==> config.mk <==
export PLATFORM = sky130hd
export DESIGN_NAME = brick_game_ctrl
export DESIGN_NICKNAME = d
export VERILOG_FILES = /design/src/rtl/brick_game_ctrl.sv
export SDC_FILE = /design/constraint.sdc
export NUM_CORES = 1
export LEC_CHECK = 0
export BUFFER_PORTS_ARGS = -buffer_cell sky130_fd_sc_hd__buf_2
export CAP_MARGIN = 15
export CORE_ASPECT_RATIO = 1.1
export CORE_MARGIN = 5
export CORE_UTILIZATION = 63
export DETAILED_ROUTE_END_ITERATION = 8
export HOLD_SLACK_MARGIN = 0.05
export PLACE_DENSITY = 0.83
export SLEW_MARGIN = 0
export SYNTH_ARGS = -nofsm -noshare
export SYNTH_HDL_FRONTEND = slang
export SYNTH_SLANG_ARGS = --single-unit
==> constraint.sdc <==
create_clock -name clk -period 4.3 [get_ports clk]
set_clock_uncertainty 0.1 [all_clocks]
set_input_delay 1.29 -clock clk [delete_from_list [all_inputs] [get_ports clk]]
set_output_delay 1.29 -clock clk [all_outputs]
set_load 0.02 [all_outputs]
==> src/rtl/brick_game_ctrl.sv <==
// Brick breaker game sequencer: state machine, movement tick, per-tick enables
// and the lives / score / bricks_left counters that drive the overlay.
module brick_game_ctrl #(
    parameter int TICK_DIV    = 277777,
    parameter int LIVES       = 3,
    parameter int NUM_BRICKS  = 40,
    parameter int SERVE_TICKS = 120
) (
    input  logic        clk,
    input  logic        rst,
    input  logic        start,
    input  logic        brick_hit,
    input  logic        ball_missed,
    output logic [2:0]  state,
    output logic        paddle_en,
    output logic        ball_en,
    output logic        ball_reset,
    output logic [3:0]  lives,
    output logic [15:0] score,
    output logic [7:0]  bricks_left
);

    localparam int TW = (TICK_DIV > 0) ? $clog2(TICK_DIV + 1) : 1;

    typedef enum logic [2:0] {
        S_IDLE  = 3'd0,
        S_SERVE = 3'd1,
        S_PLAY  = 3'd2,
        S_MISS  = 3'd3,
        S_OVER  = 3'd4,
        S_WIN   = 3'd5
    } state_t;

    state_t        st, st_nxt;
    logic [TW-1:0] tick_cnt;
    logic          tick;
    logic          start_q, start_edge;
    logic [7:0]    serve_cnt, serve_nxt;
    logic [3:0]    lives_nxt;
    logic [15:0]   score_nxt;
    logic [7:0]    bricks_nxt;

    // Free-running tick; its phase is independent of game state.
    assign tick = (tick_cnt == TW'(TICK_DIV));

    always_ff @(posedge clk or posedge rst) begin
        if (rst) begin
            tick_cnt <= '0;
            start_q  <= 1'b0;
        end else begin
            tick_cnt <= tick ? '0 : tick_cnt + 1'b1;
            start_q  <= start;
        end
    end

    assign start_edge = start & ~start_q;

    always_comb begin
        st_nxt     = st;
        serve_nxt  = serve_cnt;
        lives_nxt  = lives;
        score_nxt  = score;
        bricks_nxt = bricks_left;
        case (st)
            S_IDLE: begin
                lives_nxt  = 4'(LIVES);
                score_nxt  = '0;
                bricks_nxt = 8'(NUM_BRICKS);
                if (start_edge) begin
                    st_nxt    = S_SERVE;
                    serve_nxt = '0;
                end
            end
            S_SERVE: begin
                if (tick) begin
                    serve_nxt = serve_cnt + 8'd1;
                    if (serve_cnt == 8'(SERVE_TICKS - 1))
                        st_nxt = S_PLAY;
                end
            end
            S_PLAY: begin
                if (brick_hit) begin
                    if (score != 16'hFFFF)
                        score_nxt = score + 16'd1;
                    bricks_nxt = bricks_left - 8'd1;
                end
                // Final brick wins even when the ball is lost on the same cycle.
                if (brick_hit && bricks_left == 8'd1)
                    st_nxt = S_WIN;
                else if (ball_missed)
                    st_nxt = S_MISS;
            end
            S_MISS: begin
                lives_nxt = lives - 4'd1;
                if (lives == 4'd1) begin
                    st_nxt = S_OVER;
                end else begin
                    st_nxt    = S_SERVE;
                    serve_nxt = '0;
                end
            end
            S_OVER, S_WIN: begin
                if (start_edge) begin
                    lives_nxt  = 4'(LIVES);
                    score_nxt  = '0;
                    bricks_nxt = 8'(NUM_BRICKS);
                    serve_nxt  = '0;
                    st_nxt     = S_SERVE;
                end
            end
            default: st_nxt = S_IDLE;
        endcase
    end

    always_ff @(posedge clk or posedge rst) begin
        if (rst) begin
            st          <= S_IDLE;
            serve_cnt   <= '0;
            lives       <= 4'(LIVES);
            score       <= '0;
            bricks_left <= 8'(NUM_BRICKS);
            ball_reset  <= 1'b1;
        end else begin
            st          <= st_nxt;
            serve_cnt   <= serve_nxt;
            lives       <= lives_nxt;
            score       <= score_nxt;
            bricks_left <= bricks_nxt;
            ball_reset  <= (st_nxt != S_PLAY);
        end
    end

    assign state     = st;
    assign paddle_en = tick & ((st == S_SERVE) | (st == S_PLAY));
    assign ball_en   = tick & (st == S_PLAY);

endmodule

After elaboration in Yosys (flattened, before gate mapping):

Index checks and enable logic that the tools add are counted.

* flip-flop bits (word level): 60
* bits in latches: 0
* memory bits (writable): 0
* memory bits (read-only): 0
* output and inout port bits: 34
* logic and storage cells: 67
* memories kept: 0

* $add $sub $neg: 5
* $mul: 0
* div/mod/pow operators: 0
* order comparisons: 0
* equality and inequality tests: 17
* shift operators: 0
* muxes and demuxes: 21
* bitwise operators: 5
* reductions and logical operators: 11

Operators with widths (count)
* $mux W16: 3
* $pmux W16 S3: 1
* $pmux W8 S3: 2
* $mux W8: 5
* $add A19 B1 Y19 const B: 1
* $eq A19 B19 Y1 const B: 1
* $mux W19: 1
* $mux W3: 6
* $add A16 B1 Y16 const B: 1
* $ne A16 B16 Y1 const B: 1
* $pmux W3 S4: 1
* $pmux W4 S3: 1
* $ne A2 B2 Y1 const B: 5
* $reduce_bool A3 Y1: 3
* $add A8 B1 Y8 const B: 1
* $eq A8 B1 Y1 const B: 1
* $eq A8 B7 Y1 const B: 1
* $reduce_and A4 Y1: 2
* $sub A8 B1 Y8 const B: 1
* $eq A3 B2 Y1 const B: 2
* $eq A3 B3 Y1 const B: 2
* $eq A4 B1 Y1 const B: 1
* $mux W4: 1
* $sub A4 B1 Y4 const B: 1
* 12 further kinds: 14

Longest topological paths before layout:

Gate-level depths: netlist of run 1.

* word-level depth: 5
* mapped depth: 8
* depth with buffers taken out: 7

Least setup slack after synthesis of run 1:

Ideal clock, no wire load.

* path kind: register to output
* start: reg tick_cnt[1]
* end: out paddle_en
* arrival time: 1651 ps
* required time: 2910 ps
* slack: 1259 ps
* stages on the path, launching flop included: 7
* path buffers: 0
* path through: dfrtp_1 -> inv_1 -> ha_1 -> nor4bb_1 -> nand4_1 -> or2_2 -> a21oi_1

* word-level cells in the longest chain between the ends: 2

Ends and longest elaborated chain
* from (decl): RTL line 35 `logic [TW-1:0] tick_cnt;`
* from (signal assigned): RTL line 51 `tick_cnt <= tick ? '0 : tick_cnt + 1'b1;`
* $eq A19 B19 Y1: RTL line 44 `assign tick = (tick_cnt == TW'(TICK_DIV));`
* $and A1 B1 Y1: RTL line 134 `assign paddle_en = tick & ((st == S_SERVE) | (st == S_PLAY));`
* to (decl): RTL line 15 `output logic paddle_en,`

Every way passes these cells.

Final worst setup path of run 1:

Ends and elaborated chain as after synthesis.

==> impl_metrics.toml, run 1 <==
[yosys]
synth.avg_cell_area_um2 = 9.29
ys.flop_type = "dfrtp_1"
synth.area.mux_share = 0.00914
syn_area_um2 = 3290
synth_area_leaders = "dfrtp_1 42%, nand2_1 4.9%, dfstp_2 4.0%"
yosysSeqAreaShare = 0.459
ys_ff_latch = 60
synthAdderAreaFrac = 0.0305
yosysUniqueCellTypes = 56
synth_cells = 354
netlist.area_leader.share = 0.419
yosys_warnings = 0
synth_top_family_by_area = "simple AND/OR/NAND/NOR gates"
synth_edf_count = 0
synth_xor_area_frac = 0.0533
synth_top_cell_by_area = "dfrtp_1"
synthesis.nets = 367
synth_compound_area_frac = 0.150
async_flop_share = 1.00
synth-simple-area-share = 0.267

[job]
maxCapViolations = 0

[pwr]
vdd_drop_max_mv = 0.236
p_leak_uw = 0.00173
pwr-share-clk = 0.506
p_sw_frac = 0.201
power.density_cell_area_nw_per_um2 = 314
p_int_uw = 939
seqPwrFrac = 0.481
p_sw_uw = 236
comb_power_share = 0.013

[setup_path]
critPathKind = "reg -> out"
end_kind = "output port"
cp_max_fo = 4
cp.arrival_ps = 2080
start_kind = "register"
cp_data_required_time_ps = 2910

[global_routing]
grt_pass1_wl_um = 12700
track_usage = 0.237
grt_pass1_vias = 2808
grt_max_degree = 38
overflow = 0
antenna_found_initial = 0

[clock_network]
root_buffer = "clkbuf_8"
cts_tree = "done"
postCtsSetupBuffers = 0
htreeDepth = 3
cts_max_path_buffers = 2
clock_sinks = 60
insertion_delay_ps = 350
numCtsBuffers = 9
ctsResizeCount = 0
clkTransAtPathRegs_ps = 60
ctsHoldBuffers = 0

[final_layout]
syn2layout_area_growth_pct = 13.9
drive_gt1_frac = 0.180
fill_cells = 376
final_cells = 457
fin_nets = 407
antenna-diode-count = 0

[detailed_routing]
dr.pass1.iters = 4
drtIter0Drc = 212
drt-total-wl_um = 7450
vias = 2869
drc = 0
vias_per_cell = 6.28
drt.antenna.violating_nets = 0
wl_per_cell_um = 16.3

[sta]
tightestPinTransition_ps = 990
setup_violations = 0
final_max_slew_viol_count = 0
rsz0062_at_grt = "no"
period_share = 0.807
relSlewSlack = 0.338
fin_crit_ps = 3470
timing.fmax_ghz = 0.288
final-hold-violation-count = 0
setup_tns_ps = 0

[worst_hold_path]
hp-class = "reg -> reg"

[place]
portBuffers = 38
gp_congestion = 0.894
place_inst = 441
dp_hpwl_um = 5240

[floorplan]
coreArea_um2 = 5030
num_rows = 27
ios = 39
start_util = 0.653
chipHeight_um = 85.8
fp.dieArea_um2 = 6760
die_x_um = 78.9

[outcome]
status = "finished clean"
==> stage by stage <==
stage	utilization	setup slack, ps	hold WS [ps]	cell area [um^2]	total power, uW
3_5_place_dp	0.697	1160	392	3510	592
5_1_grt	0.744	634	423	3740	1220
3_3_place_gp	0.697	1190	389	3510	591
6_report	0.744	829	402	3740	1180
2_1_floorplan	-	1260	366	3290	585
4_1_cts	0.744	802	403	3740	1190
==> logic make-up (layout without fill, tap and decap cells) <==
| kind of cell | Yosys count | after routing |
|---|---|---|
| fa+ha+maj | 8 | 8 |
| mux | 3 | 3 |
| simple gates | 166 | 166 |
| buf+inv | 23 | 68 |
| flops | 60 | 60 |
| compound gates | 74 | 74 |
| xor+xnor | 20 | 20 |
==> cells in the final DEF (no fill, tap or decap), types with 3 or more instances in the layout <==
| cell type | Yosys | routed |
|---|---|---|
| and2_1 | 3 | 3 |
| buf_2 | 5 | 38 |
| buf_4 | 1 | 3 |
| dfstp_2 | 5 | 5 |
| or3_1 | 4 | 4 |
| inv_1 | 11 | 10 |
| o211ai_1 | 4 | 4 |
| clkbuf_8 | 0 | 12 |
| ha_1 | 8 | 8 |
| o21ai_0 | 19 | 19 |
| nand2b_1 | 6 | 6 |
| dfrtp_1 | 55 | 55 |
| xor2_1 | 10 | 10 |
| o31ai_1 | 8 | 8 |
| nor2_1 | 35 | 35 |
| xnor2_1 | 10 | 10 |
| a41o_1 | 3 | 3 |
| and3_1 | 6 | 6 |
| nor3_1 | 6 | 6 |
| a21o_1 | 3 | 3 |
| nand3_1 | 20 | 20 |
| nand2_1 | 43 | 43 |
| nor4_1 | 4 | 4 |
| nor3b_1 | 3 | 3 |
| or4_1 | 5 | 5 |
| mux2i_1 | 3 | 3 |
| a31oi_1 | 3 | 3 |
| and4_1 | 4 | 4 |
| nand4_1 | 8 | 8 |
| o41ai_1 | 3 | 3 |
| a21oi_1 | 18 | 18 |
==> critical path, cell delays in order, from the launching register on <==
cell and delay, ps:
dfrtp_1 410, inv_1 70, ha_1 120, nor4bb_1 320
nand4_1 160, or2_2 340, a21oi_1 140, buf_2 190
==> cells in the mapped netlist (all sizes together), types with 2 or more instances <==
cell type,number
o31ai,8
or3,4
nand3,20
nand4,9
nor3b,3
or4b,2
nor3,6
nand2b,6
dfstp,5
o21ai,20
a41o,3
and2,3
xor2,10
ha,8
o41ai,3
and3,6
nand3b,2
o211ai,4
nor4bb,2
or4,5
dfrtp,55
inv,11
clkbuf,5
nor2b,2
and4,6
a31oi,3
nor4b,2
nand2,43
or2,3
mux2i,3
o311ai,2
nor2,36
a21oi,19
a21o,3
nor4,4
xnor2,10
buf,7
==> power groups by stage <==
stage | clock network [uW] | registers (uW) | logic [uW]
finish | 595 | 565 | 15.4
CTS | 607 | 565 | 16.2
global route | 634 | 565 | 18.5
detailed placement | 0 | 576 | 16.2
global placement | 0 | 576 | 15.7
floorplan | 0 | 576 | 9.37
==> area by class of cell <==
cell class | count | area, um^2 | share of cell area
clock buffer | 12 | 165 | 0.0441
clock inverter | 4 | 70.1 | 0.0187
inverter | 11 | 41.3 | 0.0110
multi-input combinational | 271 | 1680 | 0.447
sequential | 60 | 1510 | 0.403
tap | 58 | 72.6 | 0.0194
timing repair buffer | 41 | 213 | 0.0568
==> flip-flops by register name, summed over array words and instances (netlist names) <==
name and flops:
tick_cnt 19, score 16, bricks_left 8, serve_cnt 8, lives 4, state 3
ball_reset 1, start_q 1
==> layer usage <==
| metal | routed length [um] | track usage | share of wire |
|---|---|---|---|
| met1 | 3100 | 0.291 | 0.42 |
| met2 | 3710 | 0.393 | 0.50 |
| met3 | 449 | 0.0641 | 0.060 |
| met4 | 190 | 0.106 | 0.026 |
| met5 | 0 | 0 | 0 |
==> final timing paths <==
kind,startpoint,end,slack (ps),cells after the start
max reg2reg,state[1]$_DFF_PP0_,serve_cnt[7]$_DFFE_PP0P_,1830,5
min reg2reg,tick_cnt[17]$_DFF_PP0_,tick_cnt[17]$_DFF_PP0_,400,1
min,tick_cnt[17]$_DFF_PP0_,tick_cnt[17]$_DFF_PP0_,400,1
max,tick_cnt[1]$_DFF_PP0_,paddle_en,830,7
max in group asynchronous,rst,ball_reset$_DFF_PP1_,2240,3
min in group asynchronous,rst,serve_cnt[1]$_DFFE_PP0P_,990,2
Note: power is estimated with default switching activity, not from simulation.
==> run 2, diff against run 1 <==
CORE_UTILIZATION = 58   (was 63)
PLACE_DENSITY = 0.77   (was 0.83)
clock period = 3.65 ns   (was 4.3 ns; I/O delays follow)
==> run 2 against run 1 <==
Effect of this change:
- utilization fell by 5.1 points
- register-to-register slack got worse by 630 ps
- sequential share of layout area fell by 0.19 points
- die area rose by 7.6%
- critical path type unchanged
- critical endpoint unchanged
- largest power group is now registers
- highest routed layer unchanged
==> impl_metrics.toml, run 2 (same netlist as run 1, synthesis figures left out) <==
[setup_path]
critPathKind = "reg -> out"
cp_data_required_time_ps = 2450
crit_chain = "inv_1, ha_1, nor4bb_1, nand4_1, or2_2, a21oi_1, buf_2"
start_kind = "register"
end_kind = "output port"
slowest_stage = "dfrtp_1"
critical_path.max_stage_delay_ps = 410
cp_max_fo = 4
cp.arrival_ps = 2110

[clock_network]
clkTransAtPathRegs_ps = 70
ctsHoldBuffers = 0
insertion_delay_ps = 340
cts_tree = "done"
numCtsBuffers = 9
clock_sinks = 60
root_buffer = "clkbuf_8"
postCtsSetupBuffers = 0
htreeDepth = 3
cts_max_path_buffers = 2
ctsResizeCount = 0

[detailed_routing]
vias_per_cell = 6.02
vias = 2864
drt-total-wl_um = 7380
drc = 0
wl_per_cell_um = 15.5
drt.antenna.violating_nets = 0
dr.pass1.iters = 4
drtIter0Drc = 162

[pwr]
power.density_cell_area_nw_per_um2 = 357
comb_power_share = 0.014
fin_total_pwr_uw = 1340
p_int_uw = 1070
p_leak_uw = 0.00173
pwr-share-clk = 0.491
seqPwrFrac = 0.495
vdd_drop_max_mv = 0.242
p_sw_uw = 276
p_sw_frac = 0.205

[final_layout]
fin_nets = 409
final_cell_mix = "55 x dfrtp_1, 43 x nand2_1, 38 x buf_2"
final_cells = 476
syn2layout_area_growth_pct = 14.5
largest_reg_flops = 19
top_regs = "tick_cnt (19), score (16)"
antenna-diode-count = 0
drive_gt1_frac = 0.182
regMostFlops = "tick_cnt"
layout_commonest_cell = "dfrtp_1"

[global_routing]
antenna_found_initial = 0
overflow = 0
track_usage = 0.223
grt_pass1_wl_um = 12500
grt_max_degree = 34
grt_pass1_vias = 2774

[job]
maxCapViolations = 0

[sta]
timing.fmax_ghz = 0.303
setup_tns_ps = 0
fin_crit_ps = 3300
tightestPinTransition_ps = 794
final_max_slew_viol_count = 0
period_share = 0.904
setup_violations = 0
relSlewSlack = 0.471
rsz0062_at_grt = "no"
final-hold-violation-count = 0

[place]
portBuffers = 38
place_inst = 460
dp_hpwl_um = 5300
gp_congestion = 0.865

[floorplan]
start_util = 0.605
num_rows = 28
die_x_um = 81.8
chipHeight_um = 89.0
ios = 39
fp.dieArea_um2 = 7270
coreArea_um2 = 5430

[worst_hold_path]
hp-class = "reg -> reg"

[outcome]
status = "finished clean"
## run 2: cell count changes in the layout (fill, tap and decap cells not counted)
cell,delta
buf_4,+2
clkbuf_1,+1
clkbuf_8,-2
clkinv_2,+1
## run 2: worst max-delay path: cells and delay by family (launching register included)
kind,cells,cell delay [ps]
compound gates,1,140
fa+ha+maj,1,140
simple gates,3,820
flops,1,410
buf+inv,2,270
## run 2: power by group through the flow
stage	Combinational [uW]	Sequential [uW]	Clock [uW]
floorplan	11.0	678	0
global placement	19.5	678	0
detailed placement	19.8	678	0
CTS	19.7	666	667
global route	22.6	665	696
finish	18.9	666	660
## run 2: worst paths after layout
check	from	endpoint	slack, ps	cells after the start
min	tick_cnt[9]$_DFF_PP0_	tick_cnt[9]$_DFF_PP0_	410	1
max	tick_cnt[1]$_DFF_PP0_	paddle_en	350	7
min reg2reg	tick_cnt[9]$_DFF_PP0_	tick_cnt[9]$_DFF_PP0_	410	1
max reg2reg	state[1]$_DFF_PP0_	serve_cnt[7]$_DFFE_PP0P_	1200	5
max in group asynchronous	rst	ball_reset$_DFF_PP1_	1960	3
min in group asynchronous	rst	bricks_left[1]$_DFFE_PP0P_	760	2
## run 2: layout make-up
class | count | area, um^2
timing repair buffer | 43 | 228
sequential | 60 | 1510
inverter | 11 | 41.3
tap | 75 | 93.8
clock inverter | 5 | 75.1
fill | 440 | 1670
clock buffer | 11 | 141
multi-input combinational | 271 | 1680
## run 2: layer usage
layer	up-vias	share of wire	track usage
met5	-	0	0
met4	0	0.012	0.0952
met3	11	0.044	0.0343
met2	65	0.52	0.391
met1	1418	0.42	0.273
li1	1370	-	-
## run 2: through the flow
stage	hold WS, ps	worst slack (ps)	utilization	instance area (um^2)
3_3_place_gp	392	807	0.653	3550
6_report	410	350	0.693	3760
5_1_grt	434	210	0.693	3760
2_1_floorplan	366	804	-	3290
4_1_cts	407	346	0.693	3760
3_5_place_dp	393	719	0.653	3550
